`config.mk`:
```
export PLATFORM = sky130hd
export DESIGN_NAME = dmem_arbiter
export DESIGN_NICKNAME = d
export VERILOG_FILES = /design/src/rtl/dmem_arbiter.sv
export SDC_FILE = /design/constraint.sdc
export NUM_CORES = 1
export LEC_CHECK = 0
export BUFFER_PORTS_ARGS = -buffer_cell sky130_fd_sc_hd__buf_4
export CAP_MARGIN = 20
export CORE_AREA = 2 2 120 122
export DETAILED_ROUTE_END_ITERATION = 7
export DIE_AREA = 0 0 122 124
export GPL_TIMING_DRIVEN = 0
export PLACE_DENSITY = 0.53
export SETUP_SLACK_MARGIN = 0.5
export SYNTH_ARGS = -nofsm -noshare
export SYNTH_HDL_FRONTEND = slang
export SYNTH_SLANG_ARGS = --single-unit
```
`constraint.sdc`:
```
create_clock -name clk -period 1.7 [get_ports clk]
set_clock_uncertainty 0.05 [all_clocks]
set_input_delay 0.17 -clock clk [delete_from_list [all_inputs] [get_ports clk]]
set_output_delay 0.17 -clock clk [all_outputs]
set_load 0.05 [all_outputs]
```
`src/rtl/dmem_arbiter.sv`:
```
// Shares the data-memory port between the core and a debug/DMA requester; core wins by default,
// debug is force-granted after MAX_WAIT blocked cycles, and dbg_halt hands debug exclusive use.
module dmem_arbiter #(
    parameter int ADDR_W   = 32,
    parameter int DATA_W   = 32,
    parameter int MAX_WAIT = 8
) (
    input  logic              clk,
    input  logic              reset,
    input  logic              cpu_req,
    input  logic              cpu_we,
    input  logic [ADDR_W-1:0] cpu_addr,
    input  logic [DATA_W-1:0] cpu_wdata,
    input  logic [2:0]        cpu_funct3,
    output logic [DATA_W-1:0] cpu_rdata,
    output logic              cpu_stall,
    input  logic              dbg_halt,
    input  logic              dbg_valid,
    output logic              dbg_ready,
    input  logic              dbg_we,
    input  logic [ADDR_W-1:0] dbg_addr,
    input  logic [DATA_W-1:0] dbg_wdata,
    input  logic [2:0]        dbg_funct3,
    output logic              dbg_rvalid,
    input  logic              dbg_rready,
    output logic [DATA_W-1:0] dbg_rdata,
    output logic              mem_we,
    output logic [ADDR_W-1:0] mem_a,
    output logic [DATA_W-1:0] mem_wd,
    output logic [2:0]        mem_funct3,
    input  logic [DATA_W-1:0] mem_rd
);

    localparam int CNT_W = $clog2(MAX_WAIT + 1);
    localparam logic [CNT_W-1:0] CNT_MAX = CNT_W'(MAX_WAIT);

    typedef enum logic {ARB = 1'b0, RESP = 1'b1} state_t;

    state_t            state_q, state_d;
    logic [CNT_W-1:0]  wait_cnt_q, wait_cnt_d;
    logic              rvalid_q, rvalid_d;
    logic [DATA_W-1:0] rdata_q, rdata_d;

    logic starve;
    logic grant_dbg;

    always_ff @(posedge clk or posedge reset) begin
        if (reset) begin
            state_q    <= ARB;
            wait_cnt_q <= '0;
            rvalid_q   <= 1'b0;
            rdata_q    <= '0;
        end else begin
            state_q    <= state_d;
            wait_cnt_q <= wait_cnt_d;
            rvalid_q   <= rvalid_d;
            rdata_q    <= rdata_d;
        end
    end

    always_comb begin
        state_d    = state_q;
        rvalid_d   = rvalid_q;
        rdata_d    = rdata_q;
        wait_cnt_d = '0;
        case (state_q)
            ARB: begin
                if (grant_dbg) begin
                    state_d  = RESP;
                    rvalid_d = 1'b1;
                    rdata_d  = dbg_we ? '0 : mem_rd;
                end else if (dbg_valid) begin
                    wait_cnt_d = (wait_cnt_q >= CNT_MAX) ? CNT_MAX : wait_cnt_q + 1'b1;
                end
            end
            RESP: begin
                if (dbg_rready) begin
                    state_d  = ARB;
                    rvalid_d = 1'b0;
                end
            end
            default: state_d = ARB;
        endcase
    end

    always_comb begin
        starve    = (wait_cnt_q >= CNT_MAX);
        grant_dbg = (state_q == ARB) && dbg_valid && (dbg_halt || !cpu_req || starve);
        dbg_ready = grant_dbg;
        // A stalled core store must never reach memory, including while in RESP under halt.
        if (grant_dbg) begin
            mem_we     = dbg_we & ~reset;
            mem_a      = dbg_addr;
            mem_wd     = dbg_wdata;
            mem_funct3 = dbg_funct3;
        end else begin
            mem_we     = cpu_req & cpu_we & ~dbg_halt & ~reset;
            mem_a      = cpu_addr;
            mem_wd     = cpu_wdata;
            mem_funct3 = cpu_funct3;
        end
        cpu_stall  = dbg_halt | (cpu_req & grant_dbg);
        cpu_rdata  = mem_rd;
        dbg_rvalid = rvalid_q;
        dbg_rdata  = rdata_q;
    end

endmodule

```
# Yosys cells after proc, flatten, opt, wreduce, memory -nomap -nowiden

Cells that the tools add are included.
Widths: inputs -> output; s select.

Bitwise logic cells: 9
Mux-type cells: 15
Magnitude comparators: 1
Equality and inequality tests: 2
$add $sub $neg: 1
Reductions and logical operators: 7

Operator list:

| kind                | number |
|---|---|
| $mux 32             | 3 |
| $mux 4              | 4 |
| $and 1x1->1         | 5 |
| $mux 1              | 5 |
| $add 4x1->4 const B | 1 |
| $ge 4x4->1 const B  | 1 |
| $ne 2x2->1 const B  | 2 |
| $pmux 1 s2          | 2 |
| $reduce_and 2->1    | 2 |
| $mux 3              | 1 |
| $not 1->1           | 3 |
| $logic_and 1x1->1   | 2 |
| $logic_or 1x1->1    | 2 |
| $logic_not 1->1     | 1 |
| $or 1x1->1          | 1 |

Bits in registers: 38
Input port bits: 174
Word-level logic and storage cells: 39
Output and inout bits: 135

# Logic depth before layout (Yosys ltp)

Depth after elaboration: 6
Mapped depth: 5
Gate-level depth less buffers: 3

# Least setup slack after synthesis

Ideal clock, no wire load.

Path type: reg-to-output
From: register state_q
To: output cpu_stall
Buffers on the path: 2
Required time: 1480 ps
Data arrival time: 1534 ps
Cell stages (with the launch flop): 6
Slack: -54 ps
Cells stage by stage: dfrtp_1 > nor2b_2 > nor2b_2 > buf_6 > buf_6 > a21o_1

Cells in the longest elaborated chain, start to end: 5

Ends and longest elaborated chain:

| item                            | RTL line | RTL |
|---|---|---|
| start: declaration              | 39       | `state_t state_q, state_d;` |
| start signal: assignment        | 54       | `state_q <= state_d;` |
| $not 1->1 (no line)             | n/a      |  |
| $logic_and 1x1->1 (2 in series) | 88       | `grant_dbg = (state_q == ARB) && dbg_valid && (dbg_halt \|\| !cpu_req \|\| starve);` |
| net dbg_ready                   | 19       | `output logic dbg_ready,` |
| $and 1x1->1                     | 102      | `cpu_stall = dbg_halt \| (cpu_req & grant_dbg);` |
| $or 1x1->1                      | 102      |  |
| end: declaration                | 16       | `output logic cpu_stall,` |

The timed path passes the listed nets, and every way through them passes these cells.

# Final worst setup path

From: register state_q
To: output mem_wd[20]

Cells in the longest elaborated chain, start to end: 4

Ends and longest elaborated chain:

| item                            | RTL line | RTL |
|---|---|---|
| $not 1->1 (no line)             | n/a      |  |
| $logic_and 1x1->1 (2 in series) | 88       |  |
| $mux 32                         | 91       | `if (grant_dbg) begin` |
| end: declaration                | 29       | `output logic [DATA_W-1:0] mem_wd,` |

No other way between the ends.

==> impl_metrics.toml <==
[power_and_ir_drop]
clkPwrFrac_pct = 19.5
pwr_density_cell_mw_per_mm2 = 877
pwr-share-seq_pct = 21.0
ir_drop_v = 0.000416
p_int_mw = 3.20
total_power_mw = 5.51
p_comb_share_pct = 59.5
p_sw_mw = 2.31
p_sw_share_pct = 41.9
leakagePower_nw = 3.28

[timing]
fin_crit_ps = 2090
rsz0062_at_grt = "true"
whs_ps = -106
fmax_mhz = 478
hold_viol = 19
max-slew-margin-rel_pct = 33.5
tightest_slew_ps = 993
fin_ws_ps = -390
setup_violations = 81
fin_tns_setup_ps = -25930
slew_viol_final = 0
finalCritPeriodShare_pct = 123

[min_path]
hp-class = "input pin to asynchronous set/reset pin"

[grt]
gr-usage-all-layers_pct = 15.5
first_global_vias = 3203
grt_pass1_wl_um = 17900
grt_max_degree = 40
grt-ovfl-total = 0
antenna_found_initial = 1

[die]
initial_core_util_pct = 22.1
core.rowCount = 43
io_pins = 309
die_area_mm2 = 0.0151
die_h_um = 124
die_w_um = 122
core_mm2 = 0.0137

[synth]
yosys_warnings = 0
synth.net_count = 415
synth-edff-count = 0
synth.distinct_cells = 22
synth_seq_cells = 38
synthFlopType = "dfrtp_1"
syn_area_per_cell_um2 = 12.7
ys_async_sr_fraction_pct = 100
synthCells = 239
syn-cell-area_mm2 = 0.00304
synth-seq-area-share_pct = 31.3

[finish]
drive_gt1_share_pct = 84.7
layout_common_cells = "290 x buf_4, 66 x mux2_4, 62 x buf_6, 38 x dfrtp_1, 33 x mux2_2"
area_delta_synth_final_pct = 107
fin_area_mm2 = 0.00629
final_common_cell = "buf_4"
fin_nets = 746
postLayoutCoreUtil_pct = 45.8

[worst_setup_path]
rrSetupSlack_ps = -120
reg2reg_depth = 6
path_cells = "nor2b_4 > nor2b_4 > buf_12 > buf_12 > mux2_4 > buf_6"
cp_slowest_cell = "dfrtp_1"
r2r-end = "dbg_rdata[7]"
startpoint_type = "flip-flop"
worstReg2RegStart = "state_q"
crit_end = "mem_wd[20]"
arrival_ps = 1870
worst-path-max-fanout = 10
cp-end-kind = "primary output"
crit_start = "state_q"
max_stage_delay_ps = 410
critPathKind = "flip-flop to primary output"
worstPathRequired_ps = 1480

[clock_tree]
cts.path.max_buffers = 2
h-tree-depth = 2
cts.sinks = 38
path_clk_slew_ps = 60
clock_latency_ps = 270
cts_hold_buf = 0
cts_buffers = 5
cts-root-buf = "clkbuf_16"
cts_tree = "built"

[outcome]
outcome = "finished with violations"
violations = "hold timing, setup timing"

[run]
drv_cap = 0

[drt]
drc_errors = 0
drtIter0Drc = 67
drtPass1Iterations = 4
avgRoutedWirePerCell_um = 17.2
via_per_inst = 4.07
ant_nets = 0
routed_wl_um = 12900
vias = 3055

[placed_design]
port_buffers = 308
dp_hpwl_um = 10400
place_area_mm2 = 0.00561
gp_congestion = 0.757
-- power groups by stage --
stage | clock, mW | combinational, mW | sequential, mW
after floorplan | 0 | 1.50 | 1.70
after global placement | 0 | 3.06 | 1.16
after detailed placement | 0 | 3.06 | 1.17
after CTS | 1.12 | 3.26 | 1.16
after global routing | 1.16 | 3.41 | 1.18
final | 1.08 | 3.28 | 1.16
-- critical path: cells and delay by family, from the launching register on --
kind | cells | cell delay, ps
buffers and inverters | 3 | 490
DFF | 1 | 410
and+or+nand+nor | 2 | 350
muxes | 1 | 320
-- worst min path at each step --
| stage | end | from | slack, ps | cells after the start |
|---|---|---|---|---|
| detailed placement | dbg_rdata[10] | reset | 370 | 2 |
| CTS | dbg_rdata[25] | reset | 50 | 2 |
| floorplan | dbg_rdata[0] | reset | 90 | 1 |
| global route | dbg_rdata[27] | reset | -70 | 2 |
| finish | dbg_rdata[27] | reset | -110 | 2 |
| global placement | dbg_rdata[25] | reset | 350 | 2 |
-- metal layers --
layer / wire, µm / GRT usage [%]
met4: 237 / 4.67
met5: 0 / 0
met1: 4490 / 16.9
met2: 6810 / 28.7
met3: 1360 / 4.85
-- state kept, by name, summed over array words and instances, names as in the netlist --
signal,flops
wait_cnt_q,4
state_q,1
dbg_rvalid,1
dbg_rdata,32
-- layout make-up --
| type | count | area [µm²] |
|---|---|---|
| buffer | 46 | 440 |
| multi-input combinational | 151 | 1760 |
| tap | 180 | 225 |
| timing repair buffer | 323 | 2720 |
| timing repair inverter | 1 | 5.00 |
| clock inverter | 1 | 30.0 |
| sequential | 38 | 951 |
| clock buffer | 6 | 139 |
| antenna | 1 | 2.50 |
| fill | 1307 | 7430 |
| inverter | 4 | 18.8 |
-- cells by family after synthesis --
group | Yosys count | synth area share [%]
multiplexers | 99 | 44.9
buffers and inverters | 50 | 12.2
AND/OR/NAND/NOR | 44 | 9.31
flip-flops | 38 | 31.3
AO/OA/AOI/OAI | 5 | 1.15
adder cells (fa/ha/maj) | 2 | 0.824
XOR/XNOR | 1 | 0.288
-- stage by stage --
| step | hold slack, ps | instances | setup slack, ps |
|---|---|---|---|
| global placement | 348 | 727 | -327 |
| detailed placement | 373 | 727 | -324 |
| CTS | 54.7 | 744 | -426 |
| finish | -106 | 751 | -390 |
| floorplan | 94.3 | 239 | 48.2 |
| global route | -73.5 | 750 | -469 |
-- synthesized netlist by cell type, types with 3 or more instances --
| library cell | count | area, µm² |
|---|---|---|
| mux2_4 | 66 | 991 |
| clkbuf_1 | 3 | 11.3 |
| buf_2 | 3 | 15.0 |
| nor2_1 | 3 | 11.3 |
| dfrtp_1 | 38 | 951 |
| nor2b_1 | 32 | 200 |
| inv_1 | 4 | 15.0 |
| a21o_1 | 3 | 22.5 |
| buf_4 | 32 | 240 |
| mux2_2 | 33 | 372 |
| buf_6 | 8 | 90.1 |
-- repair_timing --
| action | 4_1_cts | 5_1_grt |
|---|---|---|
| gates resized for setup | 71 | 19 |
| setup endpoints to repair | 104 | 108 |
| gates cloned | 1 | 2 |
| setup buffers | 9 | 4 |
| hold endpoints to repair | 0 | 19 |
| pin swaps | 2 | 3 |
(Power assumes the default switching activity.)
